==> src/rtl/id_ex_stage_pkg.sv <==
// Shared definitions for the ID/EX pipeline register: control-bundle layout,
// FSM state encoding and the drain-counter sizing helper.
package id_ex_stage_pkg;

  localparam int CTRL_W = 22;

  // Control-bundle bit positions (MSB first, three pad bits at the bottom).
  localparam int C_REGDST     = 21;
  localparam int C_JUMP       = 20;
  localparam int C_BRANCH     = 19;
  localparam int C_BRANCHNE   = 18;
  localparam int C_BRANCHLT   = 17;
  localparam int C_MEMREAD    = 16;
  localparam int C_MEMTOREG   = 15;
  localparam int C_SHIFT_HI   = 14;
  localparam int C_SHIFT_LO   = 13;
  localparam int C_ALUOP_HI   = 12;
  localparam int C_ALUOP_LO   = 10;
  localparam int C_REGWRITE   = 9;
  localparam int C_ALUSRC     = 8;
  localparam int C_MEMWRITE   = 7;
  localparam int C_MEMWRITESB = 6;
  localparam int C_SYS        = 5;
  localparam int C_JR         = 4;
  localparam int C_JAL        = 3;

  typedef enum logic [1:0] {
    IDLE  = 2'd0,
    DRAIN = 2'd1,
    ISSUE = 2'd2
  } ixs_state_e;

  // The drain counter holds at most DRAIN_CYCLES-1; never narrower than 1 bit.
  function automatic int cnt_width(input int drain);
    return (drain > 2) ? $clog2(drain) : 1;
  endfunction

endpackage

==> src/rtl/id_ex_stage_hazard_detect.sv <==
// Load-use compare: the instruction held in EX is a load whose destination
// (rt) is read by the real instruction currently in decode.
module hazard_detect (
  input  logic       ex_valid_i,
  input  logic       ex_mem_read_i,
  input  logic [4:0] ex_rt_i,
  input  logic       id_valid_i,
  input  logic [4:0] id_rs_i,
  input  logic [4:0] id_rt_i,
  output logic       load_use_o
);

  // $0 is never a real dependency, so a load into it cannot stall decode.
  always_comb begin
    load_use_o = ex_valid_i && ex_mem_read_i && (ex_rt_i != 5'd0) && id_valid_i &&
                 ((id_rs_i == ex_rt_i) || (id_rt_i == ex_rt_i));
  end

endmodule

==> src/rtl/id_ex_stage.sv <==
// ID/EX pipeline register with load-use bubble insertion, flush squash and
// SYSCALL serialisation (older instructions drain before the SYSCALL issues).
//
// state | meaning
// IDLE  | normal capture; detects SYSCALL and load-use hazards
// DRAIN | SYSCALL waiting in decode; bubbles while EX/MEM/WB empty out
// ISSUE | drain finished; the SYSCALL is captured this cycle
module id_ex_stage
  import id_ex_stage_pkg::*;
#(
  parameter int DATA_W       = 32,
  parameter int DRAIN_CYCLES = 3
) (
  input  logic              clk,
  input  logic              rst_n,
  input  logic              id_valid,
  input  logic [CTRL_W-1:0] id_ctrl,
  input  logic [DATA_W-1:0] id_pc4,
  input  logic [DATA_W-1:0] id_rs_data,
  input  logic [DATA_W-1:0] id_rt_data,
  input  logic [DATA_W-1:0] id_imm,
  input  logic [4:0]        id_rs,
  input  logic [4:0]        id_rt,
  input  logic [4:0]        id_rd,
  input  logic [4:0]        id_shamt,
  input  logic              flush,
  input  logic              ex_stall,
  output logic              stall_id,
  output logic              ex_valid,
  output logic [CTRL_W-1:0] ex_ctrl,
  output logic [DATA_W-1:0] ex_pc4,
  output logic [DATA_W-1:0] ex_rs_data,
  output logic [DATA_W-1:0] ex_rt_data,
  output logic [DATA_W-1:0] ex_imm,
  output logic [4:0]        ex_rs,
  output logic [4:0]        ex_rt,
  output logic [4:0]        ex_rd,
  output logic [4:0]        ex_shamt
);

  localparam int               CNT_W    = cnt_width(DRAIN_CYCLES);
  localparam logic [CNT_W-1:0] CNT_LOAD = CNT_W'(DRAIN_CYCLES - 1);
  localparam logic [CNT_W-1:0] CNT_ONE  = CNT_W'(1);

  ixs_state_e        state_q, state_d;
  logic [CNT_W-1:0]  cnt_q, cnt_d;

  logic              valid_q;
  logic [CTRL_W-1:0] ctrl_q;
  logic [DATA_W-1:0] pc4_q, rs_data_q, rt_data_q, imm_q;
  logic [4:0]        rs_q, rt_q, rd_q, shamt_q;

  logic load_use;
  logic do_bubble;
  logic do_capture;
  logic force_valid;
  logic stall;
  logic cap_valid;

  hazard_detect u_hazard (
    .ex_valid_i    (valid_q),
    .ex_mem_read_i (ctrl_q[C_MEMREAD]),
    .ex_rt_i       (rt_q),
    .id_valid_i    (id_valid),
    .id_rs_i       (id_rs),
    .id_rt_i       (id_rt),
    .load_use_o    (load_use)
  );

  // Next-state and per-cycle action: ex_stall > flush > SYSCALL FSM > load-use > capture.
  // The counter counts drain cycles still owed after the current one, so the
  // SYSCALL issues exactly DRAIN_CYCLES+1 edges after it first reaches decode.
  always_comb begin
    state_d     = state_q;
    cnt_d       = cnt_q;
    do_bubble   = 1'b0;
    do_capture  = 1'b0;
    force_valid = 1'b0;
    stall       = 1'b0;
    if (ex_stall) begin
      stall = 1'b1;
    end else if (flush) begin
      do_bubble = 1'b1;
      state_d   = IDLE;
      cnt_d     = '0;
    end else begin
      unique case (state_q)
        IDLE: begin
          if (id_valid && id_ctrl[C_SYS]) begin
            do_bubble = 1'b1;
            stall     = 1'b1;
            cnt_d     = CNT_LOAD;
            state_d   = (DRAIN_CYCLES > 1) ? DRAIN : ISSUE;
          end else if (load_use) begin
            do_bubble = 1'b1;
            stall     = 1'b1;
          end else begin
            do_capture = 1'b1;
          end
        end
        DRAIN: begin
          do_bubble = 1'b1;
          stall     = 1'b1;
          if (cnt_q <= CNT_ONE) begin
            cnt_d   = '0;
            state_d = ISSUE;
          end else begin
            cnt_d = cnt_q - CNT_ONE;
          end
        end
        ISSUE: begin
          do_capture  = 1'b1;
          force_valid = 1'b1;
          state_d     = IDLE;
        end
        default: begin
          do_bubble = 1'b1;
          state_d   = IDLE;
          cnt_d     = '0;
        end
      endcase
    end
  end

  assign cap_valid = force_valid | id_valid;
  assign stall_id  = stall & rst_n;

  // FSM state and drain counter.
  always_ff @(posedge clk or negedge rst_n) begin
    if (!rst_n) begin
      state_q <= IDLE;
      cnt_q   <= '0;
    end else begin
      state_q <= state_d;
      cnt_q   <= cnt_d;
    end
  end

  // Pipeline register: bubble clears everything, capture copies decode bit-exact.
  always_ff @(posedge clk or negedge rst_n) begin
    if (!rst_n) begin
      valid_q   <= 1'b0;
      ctrl_q    <= '0;
      pc4_q     <= '0;
      rs_data_q <= '0;
      rt_data_q <= '0;
      imm_q     <= '0;
      rs_q      <= '0;
      rt_q      <= '0;
      rd_q      <= '0;
      shamt_q   <= '0;
    end else if (do_bubble || (do_capture && !cap_valid)) begin
      valid_q   <= 1'b0;
      ctrl_q    <= '0;
      pc4_q     <= '0;
      rs_data_q <= '0;
      rt_data_q <= '0;
      imm_q     <= '0;
      rs_q      <= '0;
      rt_q      <= '0;
      rd_q      <= '0;
      shamt_q   <= '0;
    end else if (do_capture) begin
      valid_q   <= 1'b1;
      ctrl_q    <= id_ctrl;
      pc4_q     <= id_pc4;
      rs_data_q <= id_rs_data;
      rt_data_q <= id_rt_data;
      imm_q     <= id_imm;
      rs_q      <= id_rs;
      rt_q      <= id_rt;
      rd_q      <= id_rd;
      shamt_q   <= id_shamt;
    end
  end

  assign ex_valid   = valid_q;
  assign ex_ctrl    = ctrl_q;
  assign ex_pc4     = pc4_q;
  assign ex_rs_data = rs_data_q;
  assign ex_rt_data = rt_data_q;
  assign ex_imm     = imm_q;
  assign ex_rs      = rs_q;
  assign ex_rt      = rt_q;
  assign ex_rd      = rd_q;
  assign ex_shamt   = shamt_q;

endmodule

==> config.mk <==
export PLATFORM = sky130hd
export DESIGN_NAME = id_ex_stage
export DESIGN_NICKNAME = d
export VERILOG_FILES = /design/src/rtl/id_ex_stage_pkg.sv /design/src/rtl/id_ex_stage_hazard_detect.sv /design/src/rtl/id_ex_stage.sv
export SDC_FILE = /design/constraint.sdc
export NUM_CORES = 1
export LEC_CHECK = 0
export BUFFER_PORTS_ARGS = -buffer_cell sky130_fd_sc_hd__clkbuf_2
export CAP_MARGIN = 20
export CORE_ASPECT_RATIO = 0.6
export CORE_MARGIN = 5
export CORE_UTILIZATION = 48
export DETAILED_ROUTE_END_ITERATION = 10
export PLACE_DENSITY_LB_ADDON = 0.25
export SETUP_SLACK_MARGIN = 0.5
export SKIP_LAST_GASP = 1
export SLEW_MARGIN = 20
export SYNTH_ARGS = -nofsm -noshare
export SYNTH_HDL_FRONTEND = slang
export SYNTH_HIERARCHICAL = 1
export SYNTH_SLANG_ARGS = --single-unit
==> constraint.sdc <==
create_clock -name clk -period 4.5 [get_ports clk]
set_clock_uncertainty 0.15 [all_clocks]
set_input_delay 0.45 -clock clk [delete_from_list [all_inputs] [get_ports clk]]
set_output_delay 0.45 -clock clk [all_outputs]
set_load 0.02 [all_outputs]
# [Word-level counts from Yosys, hierarchy flattened]
# Cells that the tools add are included.
[word_totals] in_bits=175 ram_bits=0 elab_cells=82 latch_bits=0 reg_bits=175 rom_bits=0 memories=0 out_inout_bits=172
[op_classes] addsub=1 shift=0 bitwise=3 n_lt_le_gt_ge=1 mul=0 div_mod_pow=0 reduce_logical=14 eq_ne=7 muxes=44
[ops] cell="$mux W32" n=8
[ops] cell="$mux W22" n=2
[ops] cell="$mux W5" n=8
[ops] cell="$mux W1" n=15
[ops] cell="$mux W2" n=6
[ops] cell="$eq A5 B5 Y1" n=2
[ops] cell="$logic_and A1 B1 Y1" n=6
[ops] cell="$ne A3 B3 Y1 const B" n=2
[ops] cell="$pmux W1 S2" n=3
[ops] cell="$pmux W2 S3" n=1
[ops] cell="$reduce_and A3 Y1" n=2
[ops] cell="$reduce_bool A5 Y1" n=1
[ops] cell="$pmux W2 S2" n=1
[ops] cell="$eq A2 B1 Y1 const B" n=1
[ops] cell="$eq A2 B2 Y1 const B" n=1
[ops] cell="$le A2 B1 Y1 const B" n=1
[ops] cell="$logic_not A2 Y1" n=1
[ops] cell="$logic_or A1 B1 Y1" n=2
[ops] cell="$ne A2 B2 Y1 const B" n=1
[ops] cell="$reduce_bool A2 Y1" n=1
[ops] cell="$sub A2 B1 Y2 const B" n=1
[ops] cell="$and A1 B1 Y1" n=1
[ops] cell="$logic_not A1 Y1" n=1
[ops] cell="$not A1 Y1" n=1
[ops] cell="$or A1 B1 Y1" n=1

# [Logic depth before layout (Yosys ltp)]
# Gate-level depths: netlist of run 1.
[depth] ltp_word=12 ltp_mapped=9 depth_no_buf=7

# [Cells and area by module]
# Netlist of run 1, hierarchy kept.
[by_module_without_submodules] module="id_ex_stage" area_per_inst_um2=6253.5 cells_each=414 seq_area_each_um2=4379.2 instances=1
[by_module_without_submodules] module="hazard_detect" area_per_inst_um2=128.9 cells_each=17 seq_area_each_um2=0.0 instances=1

# [Worst setup path after synthesis of run 1]
# OpenSTA, ideal clock, no wires.
[synth_timing] path_type="register to register" startpoint="register rt_q[3] (netlist: ex_rt[3])" endpoint="register imm_q[0] (netlist: ex_imm[0])" path_slack_ns=1.760 setup_time_ns=0.066 stages_incl_launch_ff=9 required_time_ns=4.284 period_less_slack_ns=2.740 t_arrival_ns=2.524 path_buffers=2 path_cell_list="dfrtp_1 > or4_1 > o2111ai_1 > a21oi_1 > or3b_1 > a211oi_2 > buf_2 > buf_4 > a22o_1"
[synth_via] elab_chain_cells=12 elab_cells_between_ends=21 cone_classes="eq/ne (2); mux (11); reduce/logical (8)"
[synth_rtl] element="start: declaration" line_no="id_ex_stage.sv:51" rtl="logic [4:0] rs_q, rt_q, rd_q, shamt_q;"
[synth_rtl] element="start signal: assignment" line_no="id_ex_stage.sv:171" rtl="rt_q <= id_rt;"
[synth_rtl] element="$reduce_bool A5 Y1" line_no="id_ex_stage_hazard_detect.sv:15" rtl="load_use_o = ex_valid_i && ex_mem_read_i && (ex_rt_i != 5'd0) && id_valid_i &&"
[synth_rtl] element="$logic_and A1 B1 Y1 (2 in series)" line_no="id_ex_stage_hazard_detect.sv:15"
[synth_rtl] element="$logic_and A1 B1 Y1 (*)" line_no="id_ex_stage_hazard_detect.sv:15"
[synth_rtl] element="net load_use" line_no="id_ex_stage.sv:53" rtl="logic load_use;"
[synth_rtl] element="$mux W1" line_no="id_ex_stage.sv:94" rtl="end else if (load_use) begin"
[synth_rtl] element="$mux W1" line_no="id_ex_stage.sv:89" rtl="if (id_valid && id_ctrl[C_SYS]) begin"
[synth_rtl] element="$pmux W1 S2" line_no="id_ex_stage.sv:87" rtl="unique case (state_q)"
[synth_rtl] element="$mux W1" line_no="id_ex_stage.sv:82" rtl="end else if (flush) begin"
[synth_rtl] element="$mux W1" line_no="id_ex_stage.sv:80" rtl="if (ex_stall) begin"
[synth_rtl] element="$logic_and A1 B1 Y1" line_no="id_ex_stage.sv:152" rtl="end else if (do_bubble || (do_capture && !cap_valid)) begin"
[synth_rtl] element="$logic_or A1 B1 Y1" line_no="id_ex_stage.sv:152"
[synth_rtl] element="$mux W32 or $reduce_bool A2 Y1 (tied branches)"
[synth_rtl] element="end signal: assignment" line_no="id_ex_stage.sv:169" rtl="imm_q <= id_imm;"
[synth_rtl] element="end: declaration" line_no="id_ex_stage.sv:50" rtl="logic [DATA_W-1:0] pc4_q, rs_data_q, rt_data_q, imm_q;"
# The timed path passes the listed nets; every way through them passes the cells marked *.
# A chain may end at the register's enable or synchronous reset.

# [Worst setup path in the final report of run 1]
[layout_timing] startpoint="register rt_q[3] (netlist: ex_rt[3])" endpoint="register rt_data_q[2] (netlist: ex_rt_data[2])"
[layout_via] elab_chain_cells=12 elab_cells_between_ends=21 cone_classes="eq/ne (2); mux (11); reduce/logical (8)"
[layout_rtl] element="$reduce_bool A5 Y1" line_no="id_ex_stage_hazard_detect.sv:15"
[layout_rtl] element="$logic_and A1 B1 Y1 (2 in series)" line_no="id_ex_stage_hazard_detect.sv:15"
[layout_rtl] element="$logic_and A1 B1 Y1 (*)" line_no="id_ex_stage_hazard_detect.sv:15"
[layout_rtl] element="net load_use" line_no="id_ex_stage.sv:53"
[layout_rtl] element="$mux W1" line_no="id_ex_stage.sv:94"
[layout_rtl] element="$mux W1" line_no="id_ex_stage.sv:89"
[layout_rtl] element="$pmux W1 S2" line_no="id_ex_stage.sv:87"
[layout_rtl] element="$mux W1" line_no="id_ex_stage.sv:82"
[layout_rtl] element="$mux W1" line_no="id_ex_stage.sv:80"
[layout_rtl] element="$logic_and A1 B1 Y1" line_no="id_ex_stage.sv:152"
[layout_rtl] element="$logic_or A1 B1 Y1" line_no="id_ex_stage.sv:152"
[layout_rtl] element="$mux W32 or $reduce_bool A2 Y1 (tied branches)"
[layout_rtl] element="end signal: assignment" line_no="id_ex_stage.sv:168" rtl="rt_data_q <= id_rt_data;"
[layout_rtl] element="end: declaration" line_no="id_ex_stage.sv:50"
# Marked as above.

==> impl_results.md, run 1 <==
- Status: finished, final reports clean
- Vias in the first global route: 5328
- Skew-Pair Late Insertion Delay: between 0.4 and 0.5 ns
- CTS tree: built
- # diodes: 0
- Post-DP Area: 8200 um2
- Vias/cell: between 5 and 6
- Count leader, synth: dfrtp_1
- Post-CTS Setup Bufs: 0
- CTS Root Cell: clkbuf_16
- Least-Margin Pin Slew: 1.14 ns
- Final Wtd Congestion: just over 0.8
- Num CTS Buffers: 17
- Top cell type's share of synthesized area: 0.686
- Total grt overflow: 0
- Top cells by count, synth: 175 x dfrtp_1, 172 x a22o_1, 24 x clkbuf_1
- CP Class: flip-flop to flip-flop
- Initial Util: 0.494
- Detailed placer's ending HPWL: 13.5 mm
- Final setup fails: 0
- Crit path time final: 2.96 ns
- Hold_ws: 0.0935 ns
- Ys flop type: dfrtp_1
- Crit Reg-Reg Endpoint: ex_rt_data[2]
- Worst Reg2Reg Path Length in Cells: 7
- Area growth syn-to-layout: 38.2%
- Mapped Avg Cell Area: 14.8 um2
- CP max FO: 60
- Setup TNS: 0 ns
- CORE AREA: between 10000 and 15000 um2
- Setup ws final: 1.54 ns
- Worst hold path type: input port to flip-flop
- H-tree Lvls: 4
- Port bufs: between 300 and 400
- Clock slew at reported path FFs: 0.08 ns
- Number of synthesized flops with an enable pin: 0
- Die Span X: 159 um
- DRC marker count from the first detailed-route iteration: about 310
- Largest net degree at the start of global routing: 113
- Nets: 938
- Vias: 5045
- Reg2reg start: ex_rt[3]
- Max Clock Freq: 0.337 GHz
- Clk buf depth: 2
- RSZ-0062 raised after global routing: no
- Synth warn: 6
- VDD IR max: 0.188 mV
- Die ar.: 15800 um2
- Async set-or-reset flop fraction in the synthesized netlist: 1.00
- Worst EP arrival: 3.15 ns
- Synthesized cell area: 6380 um2
- Post-synth net total: a little over 600
- Max_slew headroom: 0.240
- Drt pass-1 iters: 5
- Unique masters post-synth: 30
- Mapped Cells: 431
- Post-Place Worst Slack: 1.54 ns
- GRT Total Usage: 0.231
- Period Utilization, post-route: 0.659
- Initial antenna violation count: 0
- Synth area leader: dfrtp_1
- Pleak: a little under 5 nW
- Largest cells by area after synthesis: dfrtp_1 69%, a22o_1 24%, clkbuf_1 1.4%
- Critical Path RT: 4.69 ns
- Fraction of layout instances using a drive strength above 1: 0.497
- Boundary Pins: 347
- DRT antenna net count: 0
- Max-cap violations: 0
- Crit. Startpoint: ex_rt[3]
- First-pass GRT wire length: 29.3 mm
- Die Y: just under 100 um
- Final Slew Violations: 0
- Setup crit end kind: flip-flop
- Power Dens Cells: ~430 nW/um2
- TritonCTS Sinks: 175
- Cell area after layout: 8820 um2
- FF+latch count, synth: roughly 180
- Worst setup SP type: flip-flop
- DRC Markers: 0
- Seq/Total Area, Yosys: 0.686
- Std cell rows: 32
- Routed WL: between 15 and 20 mm
- Average wire per standard cell: 19.5 um
- Filler cell count: 982
- Hold Fails Final Rpt: 0
- Worst setup endpoint: ex_rt_data[2]
- R2R setup slack: 1.54 ns
[cells by family after synthesis]
logic type / count (synthesis) / share of synthesized area
AO/OA/AOI/OAI: 188 / 0.255
flip-flops: 175 / 0.686
buffers and inverters: 42 / 0.0312
AND/OR/NAND/NOR: 16 / 0.0143
XOR/XNOR: 10 / 0.0137
[area by class of cell]
type | instances | area [um2] | area share
clock buffer | 18 | 439 | 0.0498
timing repair buffer | 353 | 1800 | 0.204
sequential | 175 | 4380 | 0.497
inverter | 2 | 7.51 | 0.000851
tap | 170 | 213 | 0.0241
clock inverter | 14 | 173 | 0.0196
multi-input combinational | 214 | 1810 | 0.205
[sequential cells by signal, indices dropped and copies added (netlist names)]
| register | count |
|---|---|
| ex_imm | 32 |
| ex_pc4 | 32 |
| ex_rs_data | 32 |
| ex_rt_data | 32 |
| ex_ctrl | 22 |
| ex_rd | 5 |
| ex_rs | 5 |
| ex_rt | 5 |
| ex_shamt | 5 |
| cnt_q | 2 |
| state_q | 2 |
| ex_valid | 1 |
[layout by cell type, fill, tap and decap left out, types with 3 or more instances in the layout]
cell type and instances:
clkbuf_2 344, dfrtp_1 175, a22o_1 172, clkbuf_16 17, buf_4 7, xor2_1 6
inv_6 4, xnor2_1 4, nor2_1 3, a21oi_1 3, nor2b_1 3, o21ai_0 3
inv_8 3, clkinv_8 3
[through the flow]
stage               cells  power [mW]  utilization
finish                946        3.83        0.682
global route          946        4.00        0.682
CTS                   946        3.87        0.682
detailed placement    913        2.37        0.634
global placement      913        2.36        0.634
floorplan             431        2.10            -
[critical path, stage by stage, from the launching register on]
cell and delay [ns]:
dfrtp_1 0.44, or4_1 0.55, o2111ai_1 0.19, a21oi_1 0.09
or3b_1 0.40, a211oi_4 0.28, buf_4 0.54, a22o_1 0.23
[report_power, final]
part,switching (mW),internal (mW)
Sequential,0.0816,1.68
Clock,0.675,0.812
Combinational,0.342,0.233
[worst min path at each step]
stage                         from             end  cells after the start
global route         id_rs_data[2]   ex_rs_data[2]                      2
finish              id_rs_data[10]  ex_rs_data[10]                      2
global placement        ex_imm[11]      ex_imm[11]                      1
detailed placement      ex_pc4[16]      ex_pc4[16]                      1
floorplan                    rst_n        cnt_q[0]                      0
CTS                 id_rs_data[10]  ex_rs_data[10]                      2
[repair_timing]
item | 4_1_cts | 5_1_grt
hold buffers | 1 | 0
endpoints found under the hold margin | 75 | 0
resized for setup | 0 | 0
[per-layer routing]
metal	up-vias	wire [um]	track usage
met5	-	0	0
met4	0	408	0.0898
met3	29	1480	0.0671
met2	211	9130	0.383
met1	2477	7400	0.293
li1	2328	-	-
Note: power is estimated with default switching activity, not from simulation.
==> inputs of run 2 (changes only) <==
Settings changed: CORE_UTILIZATION 48 to 44.
Clock period 4.5 ns to 2.9 ns, I/O delays scaled along.
==> run 2 against run 1 <==
First-iteration DRC count increased by 16%. Via count increased by 19%. Wire length increased by 23%. Count of clock-buffer cells in the layout increased by 1. Die area increased by 8.3%. Critical path type unchanged. Largest power group unchanged. Total power increased by 62%. Cell count increased by 22%. Maximum frequency increased by 13%. Global-route usage increased by 2.7 points.
==> impl_results.md, run 2 (synthesized netlist as in run 1, its figures left out) <==
- Std cell rows: 34 (+6.3%)
- Drt pass-1 iters: 4 (-1)
- CTS Root Cell: clkbuf_16
- # diodes: 0 (unchanged)
- Routed WL: 22.6 mm (+23%)
- Post-Place Worst Slack: 0.175 ns (-1.36 ns)
- Cell area after layout: 10800 um2 (+23%)
- Met1 wire length: 8.40 mm (+13%)
- CORE AREA: 14300 um2 (+11%)
- Setup TNS: 0 ns (unchanged)
- Power Dens Cells: 573 nW/um2 (+32%)
- CP Class: flip-flop to flip-flop
- Initial Util: 0.445 (-0.0483)
- Clock power share: 0.367 (-0.022)
- Nets: 1121 (+20%)
- Sequential power share: 0.444 (-0.017)
- TritonCTS Sinks: 175 (unchanged)
- DRT antenna net count: 0 (unchanged)
- Max-cap violations: 0 (unchanged)
- CTS tree: built
- Vias in the first global route: 6551 (+23%)
- Die Y: 103 um (+4.0%)
- H-tree Lvls: 4 (unchanged)
- Fin util: 0.754 (+0.0720)
- Total grt overflow: 0 (unchanged)
- Hold Fails Final Rpt: 0 (unchanged)
- Detailed placer's ending HPWL: 13.0 mm (-3.2%)
- Worst EP arrival: 2.82 ns (-0.33 ns)
- Fraction of layout instances using a drive strength above 1: 0.425 (-0.0720)
- Final Wtd Congestion: 0.804 (-1.9%)
- First-pass GRT wire length: 34.2 mm (+17%)
- DRC Markers: 0 (unchanged)
- VDD IR max: 0.388 mV (+110%)
- CP max FO: 9 (-85%)
- Least-Margin Pin Slew: 0.775 ns (-0.365 ns)
- Setup crit end kind: flip-flop
- DRC marker count from the first detailed-route iteration: 362 (+16%)
- Met2 routed wirelength: 11.6 mm (+27%)
- Port bufs: 346 (unchanged)
- Skew-Pair Late Insertion Delay: 0.41 ns (about the same)
- Worst hold path type: input port to flip-flop
- Status: finished, final reports clean
- Worst setup SP type: flip-flop
- Num CTS Buffers: 17 (unchanged)
- Clk buf depth: 2 (unchanged)
- Most frequent cells in the layout: 343 x clkbuf_2, 172 x a22o_1, 172 x dfrtp_1
- Final setup fails: 0 (unchanged)
- Critical Path RT: 3.10 ns (-1.59 ns)
- Crit path time final: 2.62 ns (-0.346 ns)
- NetSw: 1.77 mW (+61%)
- Initial antenna violation count: 0 (unchanged)
- Vias/cell: 5.20 (-2.5%)
- Combinational group share of total power: 0.189 (+0.039)
- Max_slew headroom: 0.483 (+0.243)
- Max Clock Freq: 0.382 GHz (+13%)
- Area growth syn-to-layout: 69.3%
- Die Span X: 165 um (+4.2%)
- Post-DP Area: 8350 um2 (+1.9%)
- Commonest non-fill, non-tap cell in the layout: clkbuf_2
- Final Slew Violations: 0 (unchanged)
- Average wire per standard cell: 19.5 um (+0.27%)
- RSZ-0062 raised after global routing: yes
- Boundary Pins: 347 (unchanged)
- Highest metal used: met4
- Largest net degree at the start of global routing: 179 (+58%)
- Vias: 6019 (+19%)
- Clock slew at reported path FFs: 0.08 ns (about the same)
- Met3 routed WL: 1.87 mm (+26%)
- P_int: 4.42 mW (+62%)
- Setup ws final: 0.283 ns (-1.25 ns)
- GRT Total Usage: 0.258 (+0.0266)
- Sw Share: 0.286 (-0.000994)
- Pleak: 5.76 nW (+16%)
- Period Utilization, post-route: 0.903 (+0.244)
- Die ar.: 17100 um2 (+8.3%)
==> run 2: critical path, stage by stage (launching register included) <==
cell and delay (ns):
dfrtp_2 0.40, or4_4 0.54, o2111ai_2 0.18, a21oi_2 0.06, or3b_4 0.38, a211oi_4 0.27
buf_12 0.19, buf_8 0.13, buf_8 0.12, a22o_1 0.14
==> run 2: routing by layer <==
metal | global-route usage | vias up
li1 | - | 2706
met1 | 0.292 | 2973
met2 | 0.460 | 274
met3 | 0.0788 | 66
met4 | 0.112 | 0
met5 | 0 | -
==> run 2: final timing paths <==
kind	from	end	slack, ns	cells past startpoint
max	ex_rt[3]	ex_ctrl[3]	0.28	9
min	id_rs[0]	ex_rs[0]	0.03	2
max reg2reg	ex_rt[3]	ex_ctrl[3]	0.28	9
min reg2reg	ex_pc4[0]	ex_pc4[0]	0.36	1
max in group asynchronous	rst_n	ex_valid	1.52	3
min in group asynchronous	rst_n	ex_imm[27]	0.17	2
==> run 2: power by group through the flow <==
stage | registers [mW] | clock network, mW | logic (mW)
floorplan | 2.97 | 0 | 0.300
global placement | 2.78 | 0 | 0.905
detailed placement | 2.78 | 0 | 0.925
CTS | 2.74 | 2.32 | 1.14
global route | 2.77 | 2.43 | 1.25
finish | 2.75 | 2.27 | 1.17
==> run 2: per-stage QoR <==
| stage | total power [mW] | hold slack, ns | std cells |
|---|---|---|---|
| floorplan | 3.27 | -0.156 | 431 |
| global placement | 3.68 | 0.0364 | 945 |
| detailed placement | 3.71 | 0.0414 | 945 |
| CTS | 6.20 | 0.0196 | 1155 |
| global route | 6.45 | 0.0289 | 1157 |
| finish | 6.19 | 0.0307 | 1157 |
==> run 2: area by class of cell <==
class	instances	area, um2
clock inverters	13	144
flip-flops and latches	175	4380
clock buffers	19	443
well taps	198	248
repair buffers	536	3750
multi-input cells	214	1840
inverters	2	7.51
fillers	896	3530
==> run 2: what timing repair did <==
action,4_1_cts,5_1_grt
pin swaps,5,3
setup buffers,7,1
hold buffers,170,0
setup endpoints to repair,172,172
gates resized for setup,13,3
endpoints found under the hold margin,198,0
cloned,1,1
